===== config.mk =====
export PLATFORM = sky130hd
export DESIGN_NAME = can_reg_access_arbiter
export DESIGN_NICKNAME = d
export VERILOG_FILES = /design/src/rtl/can_reg_access_arbiter.sv
export SDC_FILE = /design/constraint.sdc
export NUM_CORES = 1
export LEC_CHECK = 0
export CAP_MARGIN = 20
export CORE_MARGIN = 1.5
export CORE_UTILIZATION = 50
export CTS_CLUSTER_SIZE = 30
export DETAILED_ROUTE_END_ITERATION = 16
export PLACE_DENSITY = 0.84
export SKIP_CTS_REPAIR_TIMING = 1
export SLEW_MARGIN = 20
export SYNTH_ARGS = -nofsm -noshare
export SYNTH_HDL_FRONTEND = slang
export SYNTH_SLANG_ARGS = --single-unit

===== constraint.sdc =====
create_clock -name i_sys_clk -period 4.8 [get_ports i_sys_clk]
set_clock_uncertainty 0.2 [all_clocks]
set_input_delay 1.2 -clock i_sys_clk [delete_from_list [all_inputs] [get_ports i_sys_clk]]
set_output_delay 1.2 -clock i_sys_clk [all_outputs]
set_load 0.01 [all_outputs]

===== src/rtl/can_reg_access_arbiter.sv =====
// can_reg_access_arbiter: two-requester arbiter/sequencer for the CAN register-access path.
// Requester 0 = host bus interface, requester 1 = test/debug port.
// Sequence per access: IDLE -> GRANT -> (WAIT x RD_LAT for reads) -> DONE -> RELEASE.
// Optional build macro CAN_ARB_FIXED_PRIO_EN: requester 0 always wins simultaneous requests
// (default build without it: round-robin between the two requesters).
// All outputs are registered from next-state values so they line up with the state they belong to.
module can_reg_access_arbiter #(
    parameter int unsigned NUM_REGS = 31,
    parameter int unsigned ADDR_W   = 5,
    parameter int unsigned DATA_W   = 8,
    parameter int unsigned RD_LAT   = 1
) (
    input  logic                  i_sys_clk,
    input  logic                  i_reset,
    input  logic [1:0]            i_req,
    input  logic [1:0]            i_we,
    input  logic [2*ADDR_W-1:0]   i_addr,
    input  logic [2*DATA_W-1:0]   i_wdata,
    input  logic [DATA_W-1:0]     i_rdata,
    output logic                  o_cs,
    output logic                  o_r_neg_w,
    output logic [NUM_REGS-1:0]   o_rs_vector,
    output logic [DATA_W-1:0]     o_wdata,
    output logic [1:0]            o_ack,
    output logic [DATA_W-1:0]     o_rdata,
    output logic                  o_err,
    output logic                  o_busy
);

    localparam int unsigned CNT_W = 3;

    typedef enum logic [2:0] {
        ST_IDLE    = 3'd0,
        ST_GRANT   = 3'd1,
        ST_WAIT    = 3'd2,
        ST_DONE    = 3'd3,
        ST_RELEASE = 3'd4
    } state_t;

    state_t              r_state;
    state_t              w_nxt_state;
    logic [ADDR_W-1:0]   r_addr;
    logic                r_we;
    logic                r_owner;
    logic [CNT_W-1:0]    r_cnt;

    logic                w_win;
    logic [ADDR_W-1:0]   w_win_addr;
    logic                w_win_we;
    logic [DATA_W-1:0]   w_win_wdata;
    logic                w_win_bad;
    logic                w_bad;

    logic                w_nxt_cs;
    logic                w_nxt_rnw;
    logic [NUM_REGS-1:0] w_nxt_rs;
    logic [DATA_W-1:0]   w_nxt_wdata;
    logic [1:0]          w_nxt_ack;
    logic [DATA_W-1:0]   w_nxt_rdata;
    logic                w_nxt_err;
    logic                w_nxt_busy;

`ifdef CAN_ARB_FIXED_PRIO_EN
    // Fixed priority: no fairness pointer exists in this build.
`else
    logic                r_ptr;

    // Round-robin pointer: after each completed access the other requester gets priority.
    always_ff @(posedge i_sys_clk or posedge i_reset) begin
        if (i_reset) begin
            r_ptr <= 1'b0;
        end else if (r_state == ST_DONE) begin
            r_ptr <= ~r_owner;
        end
    end
`endif

    // Winner selection and the winner's request fields.
    always_comb begin
`ifdef CAN_ARB_FIXED_PRIO_EN
        w_win = i_req[0] ? 1'b0 : 1'b1;
`else
        w_win = (i_req == 2'b11) ? r_ptr : i_req[1];
`endif
        w_win_addr  = w_win ? i_addr[2*ADDR_W-1:ADDR_W]   : i_addr[ADDR_W-1:0];
        w_win_wdata = w_win ? i_wdata[2*DATA_W-1:DATA_W] : i_wdata[DATA_W-1:0];
        w_win_we    = w_win ? i_we[1] : i_we[0];
        w_win_bad   = (32'(w_win_addr) >= 32'(NUM_REGS));
        w_bad       = (32'(r_addr) >= 32'(NUM_REGS));
    end

    // Next-state and next-output decode.
    always_comb begin
        w_nxt_state = r_state;
        w_nxt_cs    = 1'b0;
        w_nxt_rnw   = 1'b0;
        w_nxt_rs    = '0;
        w_nxt_wdata = o_wdata;
        w_nxt_ack   = 2'b00;
        w_nxt_rdata = o_rdata;
        w_nxt_err   = o_err;
        w_nxt_busy  = 1'b0;
        case (r_state)
            ST_IDLE: begin
                if (|i_req) begin
                    w_nxt_state = ST_GRANT;
                    w_nxt_cs    = 1'b1;
                    w_nxt_rnw   = ~w_win_we;
                    w_nxt_wdata = w_win_wdata;
                    w_nxt_rs    = w_win_bad ? '0 : (NUM_REGS'(1) << w_win_addr);
                    w_nxt_busy  = 1'b1;
                end
            end
            ST_GRANT: begin
                w_nxt_cs   = 1'b1;
                w_nxt_rnw  = ~r_we;
                w_nxt_busy = 1'b1;
                if (r_we) begin
                    w_nxt_state        = ST_DONE;
                    w_nxt_ack[r_owner] = 1'b1;
                    w_nxt_rdata        = '0;
                    w_nxt_err          = w_bad;
                end else begin
                    w_nxt_state = ST_WAIT;
                end
            end
            ST_WAIT: begin
                w_nxt_cs   = 1'b1;
                w_nxt_rnw  = 1'b1;
                w_nxt_busy = 1'b1;
                if (r_cnt == CNT_W'(1)) begin
                    w_nxt_state        = ST_DONE;
                    w_nxt_ack[r_owner] = 1'b1;
                    w_nxt_rdata        = w_bad ? '0 : i_rdata;
                    w_nxt_err          = w_bad;
                end
            end
            ST_DONE: begin
                w_nxt_state = ST_RELEASE;
                w_nxt_busy  = 1'b1;
            end
            ST_RELEASE: begin
                w_nxt_state = ST_IDLE;
            end
            default: begin
                w_nxt_state = ST_IDLE;
            end
        endcase
    end

    // State register and registered outputs.
    always_ff @(posedge i_sys_clk or posedge i_reset) begin
        if (i_reset) begin
            r_state     <= ST_IDLE;
            o_cs        <= 1'b0;
            o_r_neg_w   <= 1'b0;
            o_rs_vector <= '0;
            o_wdata     <= '0;
            o_ack       <= 2'b00;
            o_rdata     <= '0;
            o_err       <= 1'b0;
            o_busy      <= 1'b0;
        end else begin
            r_state     <= w_nxt_state;
            o_cs        <= w_nxt_cs;
            o_r_neg_w   <= w_nxt_rnw;
            o_rs_vector <= w_nxt_rs;
            o_wdata     <= w_nxt_wdata;
            o_ack       <= w_nxt_ack;
            o_rdata     <= w_nxt_rdata;
            o_err       <= w_nxt_err;
            o_busy      <= w_nxt_busy;
        end
    end

    // Latch the granted request and run the read-latency counter.
    always_ff @(posedge i_sys_clk or posedge i_reset) begin
        if (i_reset) begin
            r_addr  <= '0;
            r_we    <= 1'b0;
            r_owner <= 1'b0;
            r_cnt   <= '0;
        end else begin
            case (r_state)
                ST_IDLE: begin
                    if (|i_req) begin
                        r_addr  <= w_win_addr;
                        r_we    <= w_win_we;
                        r_owner <= w_win;
                    end
                end
                ST_GRANT: r_cnt <= CNT_W'(RD_LAT);
                ST_WAIT:  r_cnt <= r_cnt - CNT_W'(1);
                default:  r_cnt <= r_cnt;
            endcase
        end
    end

endmodule


==> results.txt <==
The share of flip-flops with an asynchronous set or reset after synthesis is 100.0%, and the largest net degree at the start of global routing is 58. During placement, the flow inserted port buffers numbering 92. The run gives 6 as the first-pass detailed-route iteration total.

Static timing analysis puts the maximum clock frequency at 0.3132 GHz. For this run, the share of the core covered by cells in the final layout is 72.34%. Most common flop cell mapped by yosys: dfrtp_1.

The clock latency at the later pin of the worst-skew pair was 350 ps; the clock-pin slew on the worst setup and hold paths was 80 ps. The synthesis-to-finish area growth was 39.32%; the global-route usage over all layers was 26.59%. Initial DRC count: 323. The reg-to-reg endpoint was o_wdata[0]. Setup slack on the worst reg-to-reg path comes out at 2260 ps.

The logs give 2716 for the number of global-route vias before repair and 0 for the number of antenna-violating nets in the routed design. Detailed routing inserted a total of 2748 vias. The tools report the core footprint as 5921 µm².

The sum of met2 wire segment lengths after detailed routing is 3835 µm, and the die span in x is 81.41 µm. The number of placed I/O pins is 93. In this run the power density over the cells is 505.2 nW/µm².

The number of nets handed over by synthesis was 332. The die outline height works out to 81.41 µm. In this design, the stage delay of the slowest critical-path cell is 930 ps. The number of cells traversed by the worst hold path works out to 1. The highest metal layer carrying signal wires in the routed design is met4. The post-synthesis sequential element count is 67. The vias per cell was 6.000; the average size of a mapped cell was 10.60 µm².

Summing internal, switching and leakage power gives 0.002164 W. Sequential elements use 54.54% of the synthesized area. STA puts the critical path data required time at 4880 ps.

The count of pins over their slew limit was 0. The tools report the launch point of the worst reg-to-reg path as r_state[0]. The tree built by TritonCTS fans out to 67 sinks. In this run the static leakage power is 1.712 nW. The global-route wire length before repair was 13010 µm; the worst hold slack across all endpoints was 273.5 ps. The biggest fanout along the worst timing path was 20. The initial antenna violation count was 0; the die area was 6628 µm². The maximum root-to-sink buffer count was 2; the met1 layer wirelength in the final routing was 3300 µm.

The run finished with clean final reports. The post-layout minimum cycle time was 3193 ps; the worst-margin pin slew was 974.4 ps. The worst supply voltage drop on vdd is 0.3847 mV, and the sum of overflow across all layers after global routing is 0. The critical path class was in -> reg. The critical path goes through clkdlybuf4s50_1 -> nand2b_1 -> a2111oi_1 -> a32o_1.

Routed length on met3: 784 µm. The tools report the startpoint of the worst hold path as r_owner. The last weighted congestion value of the routability-driven placer came out at 0.9479. The tightest min-delay check is of the reg -> reg type. Ratio of final minimum period to clock period: 66.53%.

Cell type of the slowest stage on the worst timing path: a2111oi_1. Setup violations remaining at the end of the flow were counted as 0. Setup total negative slack on the finished layout was measured at 0 ps.

The netlist uses 44 different library cells. The initial standard-cell utilization of the core is 51.92%, and the relative max-transition margin is 34.80%. Buffers inserted during clock tree synthesis total 9. The standard-cell row count was 28; the final-report hold violation count was 0. For the worst setup path, the data arrival time is 3270 ps. Summing every instance area after synthesis gives 3074 µm². The run gives 5606 µm as the sum of net half-perimeters after detailed placement. STA classifies the critical path startpoint as a primary input.

In the synthesized netlist, the number of instances is 290. During synthesis, Yosys emitted a total of 0 warnings. In this run the number of H-tree levels came out at 3. The root buffer selected by CTS was clkbuf_8. TritonCTS built the clock tree. After detailed routing, the number of remaining DRC violations is 0. The average wire length per cell after detail routing is 17.74 µm. The type of destination of the critical path was a flip-flop. Summed over all layers, the routed wires come to 8126 µm.

Setup repair after global routing left no endpoint under its margin. For the number of filler instances in the final layout, the log shows 431. The count of max-cap constraint violations was 0; the antenna diode count was 0. Counting cells, the worst reg-to-reg path comes to 3.

The final layout contains 421 nets. Cells with a size suffix above 1 make up 8.355% of the layout. The synthesized design contains 0 enable-type register cells.

The path with the worst hold slack has its endpoint at o_ack[0].
[cells in the mapped netlist, types with 2 or more instances]
cell type | n | share of area (%)
o21ai_0 | 16 | 2.6
ha_1 | 2 | 0.81
and3_1 | 2 | 0.41
a211oi_1 | 2 | 0.49
o22ai_1 | 18 | 3.7
nand2b_1 | 4 | 0.81
nand4b_1 | 2 | 0.57
a31oi_1 | 14 | 2.8
or3b_2 | 2 | 0.57
inv_1 | 17 | 2.1
or4_4 | 3 | 1.1
dfrtp_1 | 67 | 55
nand2_1 | 5 | 0.61
a32o_1 | 8 | 2.6
nor2_1 | 9 | 1.1
nand3_1 | 18 | 2.9
o32ai_1 | 7 | 2.0
nor4b_1 | 3 | 0.85
clkbuf_1 | 13 | 1.6
or3_1 | 4 | 0.81
mux2_2 | 2 | 0.73
or2_2 | 2 | 0.41
buf_2 | 2 | 0.33
and2_1 | 2 | 0.41
mux2i_1 | 9 | 2.9
nor2b_1 | 6 | 1.2
o31ai_1 | 2 | 0.49
nor3_1 | 5 | 0.81
o211ai_1 | 12 | 2.9
a21oi_1 | 16 | 2.6
buf_1 | 3 | 0.37
[worst max-delay path: cells and delay by family]
family	cells	cell delay, ps
AND/OR/NAND/NOR	1	380
AO/OA/AOI/OAI	2	1170
buffers and inverters	1	510
[state kept, by name, summed over array words and instances, names as in the netlist]
signal,cells
o_rs_vector,31
o_rdata,8
o_wdata,8
r_addr,5
r_cnt,3
r_state,3
o_ack,2
o_busy,1
o_cs,1
o_err,1
o_r_neg_w,1
r_owner,1
r_ptr,1
r_we,1
[through the flow]
stage / setup slack (ps) / area, µm² / std cells
finish: 1607 / 4283 / 458
global route: 1455 / 4283 / 458
CTS: 1640 / 4283 / 458
detailed placement: 1317 / 4053 / 443
global placement: 1447 / 4050 / 443
floorplan: 1717 / 3074 / 290
[cell families after synthesis]
group,count (synthesis),share of synthesized area [%]
AND/OR/NAND/NOR,72,14.08
flip-flops,67,54.54
multiplexers,11,3.663
AO/OA/AOI/OAI,100,21.77
XOR/XNOR,1,0.2850
adder cells (fa/ha/maj),2,0.8139
buffers and inverters,37,4.843
[placed cells by master, fill, tap and decap left out, drive strengths merged, types with 3 or more instances in the layout]
cell type / Yosys / final
nor3: 5 / 5
o211ai: 12 / 12
o32ai: 7 / 7
or4: 4 / 4
clkbuf: 13 / 10
bufinv: 0 / 3
nor4b: 3 / 3
nor2: 9 / 9
clkdlybuf4s50: 0 / 92
nand2: 5 / 5
a32o: 8 / 8
buf: 6 / 5
dfrtp: 67 / 67
or3: 4 / 4
nand2b: 4 / 4
o21ai: 16 / 16
inv: 17 / 17
o22ai: 18 / 18
mux2i: 9 / 9
a21oi: 16 / 16
nor2b: 6 / 6
a31oi: 14 / 14
nand3: 18 / 18
[cell type report]
cell class,count,area (µm²),share of cell area (%)
inverter,18,70.07,1.636
clock inverter,5,102.6,2.396
clock buffer,10,127.6,2.980
timing repair buffer,97,958.4,22.38
sequential,67,1677,39.15
multi-input combinational,186,1254,29.27
tap,75,93.84,2.191
[how the worst max path moves through the flow]
stage | from | end | slack, ps | cells past startpoint
after global routing | i_req[0] | o_rs_vector[10] | 1460 | 4
after CTS | i_req[0] | o_rs_vector[10] | 1640 | 4
final | i_req[0] | o_rs_vector[2] | 1610 | 4
after floorplan | i_reset | o_ack[0] | 1720 | 1
after detailed placement | i_req[0] | o_rs_vector[2] | 1320 | 4
after global placement | i_req[1] | o_wdata[0] | 1450 | 5
[routing by layer]
metal	GRT usage, %	vias to the layer above
li1	-	1278
met1	35.02	1273
met2	40.66	169
met3	7.778	28
met4	12.07	0
met5	0	-
[power breakdown]
part           internal (W)  switching [W]  total (W)
clock network      0.000341       0.000212   0.000554
registers          0.000703       0.000113   0.000816
logic              0.000378       0.000417   0.000794
total               0.00142       0.000741    0.00216
Power figures use the tool's default switching activity.
